$ cat src/rtl/text_vram_arbiter.sv
// Write-port owner for the 80x30 text character RAM: round-robin arbitration between
// the terminal writer (req0) and CPU cell writes (req1), plus a full-screen clear sequencer.
`timescale 1ns/1ps
module text_vram_arbiter #(
    parameter int          COLS      = 80,
    parameter int          ROWS      = 30,
    parameter int          COL_W     = 7,
    parameter int          ROW_W     = 5,
    parameter logic [7:0]  FILL_CHAR = 8'h20
) (
    input  logic                   i_clk,
    input  logic                   i_rst_n,
    input  logic                   i_req0_valid,
    input  logic [ROW_W+COL_W-1:0] i_req0_addr,
    input  logic [7:0]             i_req0_data,
    output logic                   o_req0_ready,
    input  logic                   i_req1_valid,
    input  logic [ROW_W+COL_W-1:0] i_req1_addr,
    input  logic [7:0]             i_req1_data,
    output logic                   o_req1_ready,
    input  logic                   i_clear,
    output logic                   o_busy,
    output logic                   o_clear_done,
    output logic                   o_addr_err,
    output logic                   o_we,
    output logic [ROW_W+COL_W-1:0] o_address,
    output logic [7:0]             o_data
);

    localparam int AW = ROW_W + COL_W;
    localparam logic [COL_W-1:0] LAST_COL = COL_W'(COLS - 1);
    localparam logic [ROW_W-1:0] LAST_ROW = ROW_W'(ROWS - 1);

    typedef enum logic {
        NORM  = 1'b0,
        CLEAR = 1'b1
    } state_t;

    state_t           state;
    state_t           state_next;
    logic             rr_last;     // requester granted most recently (0 or 1)
    logic [ROW_W-1:0] clr_row;
    logic [COL_W-1:0] clr_col;
    logic             last_cell;
    logic             grant0;
    logic             grant1;
    logic             accept;
    logic [AW-1:0]    acc_addr;
    logic [7:0]       acc_data;
    logic             acc_in_range;

    // Handshake: a write transfers in any cycle where valid and ready are both high;
    // ready is combinational and never asserted while a clear is requested or running,
    // and the requester holds addr/data stable while valid is high and ready is low.
    assign last_cell = (clr_row == LAST_ROW) && (clr_col == LAST_COL);

    always_comb begin
        state_next = state;
        grant0     = 1'b0;
        grant1     = 1'b0;
        case (state)
            NORM: begin
                if (i_clear) begin
                    state_next = CLEAR;
                end else if (i_req0_valid && i_req1_valid) begin
                    grant0 = rr_last;
                    grant1 = !rr_last;
                end else begin
                    grant0 = i_req0_valid;
                    grant1 = i_req1_valid;
                end
            end
            CLEAR: begin
                if (last_cell) begin
                    state_next = NORM;
                end
            end
            default: state_next = NORM;
        endcase
    end

    assign o_req0_ready = grant0;
    assign o_req1_ready = grant1;
    assign o_busy       = (state == CLEAR);

    assign accept       = grant0 || grant1;
    assign acc_addr     = grant1 ? i_req1_addr : i_req0_addr;
    assign acc_data     = grant1 ? i_req1_data : i_req0_data;
    assign acc_in_range = (acc_addr[AW-1:COL_W] <= LAST_ROW) && (acc_addr[COL_W-1:0] <= LAST_COL);

    always_ff @(posedge i_clk or negedge i_rst_n) begin
        if (!i_rst_n) begin
            state <= NORM;
        end else begin
            state <= state_next;
        end
    end

    always_ff @(posedge i_clk or negedge i_rst_n) begin
        if (!i_rst_n) begin
            o_we         <= 1'b0;
            o_address    <= '0;
            o_data       <= '0;
            o_addr_err   <= 1'b0;
            o_clear_done <= 1'b0;
            rr_last      <= 1'b0;
            clr_row      <= '0;
            clr_col      <= '0;
        end else begin
            o_we         <= 1'b0;
            o_addr_err   <= 1'b0;
            o_clear_done <= 1'b0;
            if (state == CLEAR) begin
                o_we      <= 1'b1;
                o_address <= {clr_row, clr_col};
                o_data    <= FILL_CHAR;
                if (last_cell) begin
                    o_clear_done <= 1'b1;
                    clr_row      <= '0;
                    clr_col      <= '0;
                end else if (clr_col == LAST_COL) begin
                    clr_col <= '0;
                    clr_row <= clr_row + ROW_W'(1);
                end else begin
                    clr_col <= clr_col + COL_W'(1);
                end
            end else if (i_clear) begin
                clr_row <= '0;
                clr_col <= '0;
            end else if (accept) begin
                rr_last <= grant1;
                // Out-of-range requests are consumed but never reach the RAM.
                if (acc_in_range) begin
                    o_we      <= 1'b1;
                    o_address <= acc_addr;
                    o_data    <= acc_data;
                end else begin
                    o_addr_err <= 1'b1;
                end
            end
        end
    end

endmodule

$ cat config.mk
export PLATFORM = sky130hd
export DESIGN_NAME = text_vram_arbiter
export DESIGN_NICKNAME = d
export VERILOG_FILES = /design/src/rtl/text_vram_arbiter.sv
export SDC_FILE = /design/constraint.sdc
export NUM_CORES = 1
export LEC_CHECK = 0
export ABC_AREA = 0
export BUFFER_PORTS_ARGS = -buffer_cell sky130_fd_sc_hd__buf_2
export CAP_MARGIN = 20
export CORE_ASPECT_RATIO = 0.9
export CORE_MARGIN = 10
export CORE_UTILIZATION = 45
export CTS_CLUSTER_DIAMETER = 200
export DETAILED_ROUTE_END_ITERATION = 8
export PLACE_DENSITY = 0.73
export SYNTH_ARGS = -nofsm -noshare
export SYNTH_HDL_FRONTEND = slang
export SYNTH_SLANG_ARGS = --single-unit
export TNS_END_PERCENT = 50
$ cat constraint.sdc
create_clock -name i_clk -period 2.4 [get_ports i_clk]
set_input_delay 0 -clock i_clk [delete_from_list [all_inputs] [get_ports i_clk]]
set_output_delay 0 -clock i_clk [all_outputs]
set_load 0.02 [all_outputs]
==> run_results.csv, run 1 <==
group,metric,value,unit
global_routing,first_global_vias,2060,
drt,drcViolationCount,0,
timing,worst_pin_slew,813,ps
finish,multiInputGateArea,1000,um2
place,port_buffers,70,
status,status,"finished clean",
run,drv_cap,0,
floorplan,coreArea,4400,um2
place,place_inst,357,
logic_synthesis,syn_inst,235,
logic_synthesis,netlist_area,2020,um2
timing,rsz0062_at_grt,"false",
power,peakVddDrop,430,uV
logic_synthesis,synth_nets,283,
floorplan,die_x,90.6,um
drt,drt_first_pass_iters,4,
finish,fillers,401,
global_routing,grt_pass1_wl,9.99,mm
logic_synthesis,synth_edf_count,0,
drt,ant_nets,0,
drt,route.detailed.vias_per_inst,5.34,
worst_setup_path,startpoint_type,"flip-flop",
drt,drt_wl_total,5.93,mm
clocking,cts_buffers,5,
timing,relSlewSlack,45.8,%
clocking,clock-root-buffer,"clkbuf_8",
worst_hold_path,hold_class,"in -> reg",
timing,hold_viol_final,0,
logic_synthesis,ys_seq_area_share,45.9,%
clocking,cts_setup_buffers,0,
timing,min_period_over_period,95.7,%
finish,final_cells,380,
floorplan,ios,71,
finish,diodes,0,
clocking,clk_pin_slew_worst_paths,70,ps
finish,fin_nets,365,
logic_synthesis,synthMostInstantiatedCell,"nand2_1",
clocking,cts_tree,"yes",
logic_synthesis,netlist_top_cells_count,"nand2_1, dfrtp_1, nor2_1, o21ai_0, a31o_2",
clocking,htree_levels,2,
timing,finalClockSkew,5.07,ps
logic_synthesis,ys_ff_latch,37,
worst_setup_path,crit_type,"reg -> reg",
worst_setup_path,required,2630,ps
logic_synthesis,synth_top_area_cell,"dfrtp_1",
clocking,cts.sinks,37,
worst_setup_path,endpoint_kind,"flip-flop",
floorplan,rows,23,
logic_synthesis,synth_area_per_cell,8.58,um2
drt,route.vias.total,2031,
logic_synthesis,synthArstFlopShare,100,%
timing,drv_slew,0,
worst_setup_path,slowest_stage,"dlygate4sd3_1",
logic_synthesis,synth-main-ff-cell,"dfrtp_1",
logic_synthesis,ys_warn_count,0,
global_routing,antenna_found_initial,0,
clocking,cts_buffer_depth,2,
timing,period_minus_slack,2300,ps
floorplan,start_util,45.8,%
clocking,insertion_delay,290,ps
global_routing,overflow,0,
global_routing,grt_max_degree,48,
power,leakagePower,1.32,nW
global_routing,grt_use_total,15.7,%
finish,seqCellArea,926,um2
worst_setup_path,path_max_fanout,27,
finish,drive_gt1_share,32.7,%
place,dp_hpwl,4.12,mm
drt,wire_per_inst,15.6,um
floorplan,die_area,7560,um2
timing,setup_viol,0,
logic_synthesis,synth_top_cell_area_share,45.9,%
drt,dr.first_iter.drc_count,122,
timing,max_freq,435,MHz
floorplan,die_h,83.5,um
worst_setup_path,max_stage_delay,590,ps
place,gp_congestion,0.791,
finish,syn_to_final_growth,31.8,%
power,p_per_area,729,nW/um2
timing,finalSetupTns,0,ps
worst_setup_path,worstPathArrival,2530,ps
worst_setup_path,crit_chain,"nor3b_4, nand4_1, a21oi_4, buf_8, nor2_1, a311oi_1, dlygate4sd3_1",
logic_synthesis,synthTopCellsByArea,"dfrtp_1, nand2_1, o21ai_0",
logic_synthesis,synth.distinct_cells,37,
==> cell usage in the layout, fill, tap and decap left out, drive strengths merged, types with 2 or more instances in the layout <==
| cell | instances |
|---|---|
| ha | 3 |
| dfrtp | 37 |
| and4 | 2 |
| inv | 2 |
| nand2 | 63 |
| a21oi | 2 |
| a31o | 12 |
| and3 | 2 |
| clkinv | 2 |
| buf | 76 |
| or3 | 2 |
| nand3 | 3 |
| nor2 | 25 |
| a22o | 10 |
| o21ai | 26 |
| dlygate4sd3 | 15 |
| nor3 | 3 |
| nand4 | 5 |
| clkbuf | 6 |
| a21o | 2 |
| a311oi | 7 |
| a31oi | 2 |
==> what timing repair did <==
action | 4_1_cts | 5_1_grt
endpoints found under the hold margin | 44 | 0
resized for setup | 0 | 4
hold buffers | 15 | 0
endpoints found under the setup margin | 0 | 7
==> routing by layer <==
layer | share of wire [%] | vias up | routed length [um] | track usage, %
met2 | 45 | 81 | 2690 | 24.8
met3 | 6.4 | 7 | 378 | 3.87
met1 | 47 | 948 | 2800 | 20.4
met4 | 1.1 | 0 | 63 | 5.06
li1 | - | 995 | - | -
met5 | 0 | - | 0 | 0
==> final timing paths <==
check                           start  slack (ps)    endpoint  cells past startpoint
min                           i_clear          40     rr_last                      2
min in group asynchronous     i_rst_n         340   o_data[1]                      2
max                            o_busy         100   o_data[4]                      7
max in group asynchronous     i_rst_n        1550  clr_col[1]                      2
max reg2reg                    o_busy         100   o_data[4]                      7
min reg2reg                clr_col[0]         550  clr_col[0]                      1
==> cell families after synthesis <==
logic type                 synth area share, %
and+or+nand+nor                           23.4
xor gates and xnor gates                 0.869
DFF                                       45.9
AOI/OAI and AO/OA                         23.0
adders and majority gates                 1.86
buffers and inverters                     4.96
==> registers in the layout, summed over array words and instances (netlist names) <==
name	cells
o_address	12
o_data	8
clr_col	7
clr_row	5
o_addr_err	1
o_busy	1
o_clear_done	1
o_we	1
rr_last	1
==> power by group <==
| group | switching [mW] | internal, mW |
|---|---|---|
| Sequential | 0.162 | 0.768 |
| Clock | 0.227 | 0.201 |
| Combinational | 0.309 | 0.272 |
==> area by class of cell <==
cell class                 count  area share (%)
timing repair buffer          91            20.8
clock buffer                   6            2.73
sequential                    37            34.8
tap                           62            2.92
clock inverter                 2           0.376
multi-input combinational    179            37.8
inverter                       3           0.565
==> stage by stage <==
stage	util, %	total power [mW]	area [um2]	setup WS, ps	hold WS [ps]
final	60.4	1.94	2660	102	35.4
after global routing	60.4	2.09	2660	12.2	37.1
after CTS	60.0	1.95	2640	80.7	12.3
after detailed placement	54.7	1.51	2410	504	143
after global placement	54.7	1.49	2410	566	140
after floorplan	-	1.29	2020	624	-296
==> critical path, delay by kind of cell (launching register included) <==
family / cells / cell delay [ps]
flip-flops: 1 / 420
buffers and inverters: 2 / 800
AO/OA/AOI/OAI: 2 / 500
AND/OR/NAND/NOR: 3 / 510
No activity file was read; power rests on OpenSTA's default activity.
==> inputs of run 2 (changes only) <==
--- a/config.mk
+++ b/config.mk
@@ -6,7 +6,7 @@
 export NUM_CORES = 1
 export LEC_CHECK = 0
 export ABC_AREA = 0
-export BUFFER_PORTS_ARGS = -buffer_cell sky130_fd_sc_hd__buf_2
+export BUFFER_PORTS_ARGS = -buffer_cell sky130_fd_sc_hd__buf_4
 export CAP_MARGIN = 20
 export CORE_ASPECT_RATIO = 0.9
 export CORE_MARGIN = 10
==> run 2 against run 1 <==
Design area up 7.6%. Via count up 1.2%. Register-to-register slack improved by 40 ps. Die area unchanged. Final cell count up 0.79%. Sequential share of layout area fell by 2.5 points. Critical path type unchanged. Critical endpoint unchanged.
==> run_results.csv, run 2 (synthesized netlist as in run 1, its figures left out) <==
group,metric,value,unit
status,status,"finished clean",
drt,wire_per_inst,16.1,um
worst_setup_path,endpoint_kind,"flip-flop",
place,port_buffers,70,
power,leakagePower,1.38,nW
place,dp_hpwl,4.22,mm
worst_setup_path,max_stage_delay,590,ps
floorplan,die_x,90.6,um
finish,top_register,"o_address",
power,switchingPower,692,uW
clocking,cts_buffer_depth,2,
finish,syn_to_final_growth,41.9,%
worst_setup_path,path_max_fanout,12,
clocking,cts_tree,"yes",
clocking,htree_levels,2,
drt,dr.first_iter.drc_count,174,
run,drv_cap,0,
drt,ant_nets,0,
floorplan,die_area,7560,um2
global_routing,overflow,0,
worst_setup_path,crit_type,"reg -> reg",
worst_setup_path,worstPathArrival,2490,ps
worst_hold_path,worstHoldStart,"i_req1_data[0]",
worst_setup_path,required,2620,ps
drt,drt_wl_total,6.15,mm
global_routing,grt_pass1_wl,10.2,mm
timing,rsz0062_at_grt,"false",
power,peakVddDrop,493,uV
finish,final_cell_mix,"buf_4, nand2_1, dfrtp_1, nor2_1, o21ai_0",
finish,largestRegisters,"o_address x12, o_data x8, clr_col x7",
worst_hold_path,hold_path_depth,3,
timing,whs,20.6,ps
power,swShare,34.7,%
global_routing,antenna_found_initial,0,
timing,worst_pin_slew,705,ps
clocking,insertion_delay,280,ps
worst_hold_path,min_to,"o_data[0]",
finish,drive_gt1_share,33.3,%
timing,relSlewSlack,52.6,%
drt,route.detailed.vias_per_inst,5.37,
global_routing,grt_max_degree,46,
timing,finalClockSkew,3.75,ps
global_routing,grt_use_total,15.9,%
worst_setup_path,cpMostUsedCell,"nand2_1",
worst_setup_path,startpoint_type,"flip-flop",
finish,fin_nets,368,
worst_setup_path,worstReg2RegStart,"o_busy",
finish,diodes,0,
timing,hold_viol_final,0,
floorplan,start_util,45.8,%
power,p_per_area,697,nW/um2
worst_setup_path,crit_chain,"nor3b_4, nand2_1, clkinvlp_4, buf_4, nand2_1, a311oi_1, dlygate4sd3_1",
worst_setup_path,reg2reg_depth,7,
timing,period_minus_slack,2260,ps
worst_hold_path,hold_class,"in -> reg",
clocking,clk_pin_slew_worst_paths,70,ps
worst_setup_path,r2r_slack,140,ps
clocking,cts.sinks,37,
clocking,clock-root-buffer,"clkbuf_8",
floorplan,die_h,83.5,um
floorplan,rows,23,
clocking,cts_buffers,5,
power,p_int,1.30,mW
timing,min_period_over_period,94.3,%
timing,finalSetupTns,0,ps
floorplan,coreArea,4400,um2
timing,setup_viol,0,
place,place_ws,432,ps
place,gp_congestion,0.752,
timing,max_freq,442,MHz
power,pwr-share-comb,32.0,%
drt,drcViolationCount,0,
finish,stdcell_area,2860,um2
power,p_seq_share,46.7,%
finish,largest_reg_flops,12,
worst_setup_path,r2r_end,"o_data[4]",
finish,layout_commonest_cell,"buf_4",
worst_setup_path,slowest_stage,"dlygate4sd3_1",
timing,fin_ws,137,ps
timing,drv_slew,0,
floorplan,ios,71,
drt,drt_first_pass_iters,4,
global_routing,first_global_vias,1984,
place,placed_area,2580,um2
drt,route.vias.total,2055,
power,pwr-share-clk,21.3,%
run 2: layout make-up:
| cell class | count | area, um2 |
|---|---|---|
| Clock inverter | 2 | 10.0 |
| Inverter | 3 | 15.0 |
| Multi-Input combinational cell | 179 | 1000 |
| Sequential cell | 37 | 926 |
| Clock buffer | 6 | 72.6 |
| Timing Repair Buffer | 94 | 756 |
| Tap cell | 62 | 77.6 |
| Fill cell | 380 | 1540 |
run 2: worst max-delay path, delay by kind of cell (launching register included):
kind / cells / cell delay (ps)
buf+inv: 3 / 1030
simple gates: 3 / 460
compound gates: 1 / 260
flops: 1 / 450
run 2: what timing repair did:
action,in CTS,in global routing
endpoints found under the hold margin,45,0
setup buffers,0,3
gates resized for setup,0,2
hold buffers,15,0
setup endpoints to repair,0,5
run 2: routing by layer:
metal / share of wire, % / track usage [%] / routed length (um)
met5: 0 / 0 / 0
met4: 0.60 / 3.76 / 37
met3: 6.8 / 3.96 / 418
met2: 46 / 24.8 / 2830
met1: 47 / 21.5 / 2860
run 2: power groups by stage:
| stage | logic [mW] | registers (mW) | clock network, mW |
|---|---|---|---|
| finish | 0.639 | 0.931 | 0.424 |
| global route | 0.724 | 0.959 | 0.463 |
| floorplan | 0.294 | 0.995 | 0 |
| global placement | 0.615 | 0.941 | 0 |
| detailed placement | 0.628 | 0.942 | 0 |
| CTS | 0.645 | 0.932 | 0.435 |
run 2: per-stage QoR:
step | std cells | power, mW | util (%)
floorplan | 235 | 1.29 | -
global placement | 357 | 1.56 | 58.7
detailed placement | 357 | 1.57 | 58.7
CTS | 380 | 2.01 | 64.0
global route | 383 | 2.15 | 65.0
finish | 383 | 1.99 | 65.0
run 2: worst max-delay path by stage:
stage / start / to / slack, ps
finish: o_busy / o_data[4] / 140
global route: o_busy / o_data[3] / 30
CTS: o_busy / o_data[6] / 50
detailed placement: o_busy / o_data[7] / 430
global placement: clr_col[0] / clr_row[1] / 490
floorplan: clr_col[0] / clr_row[1] / 620
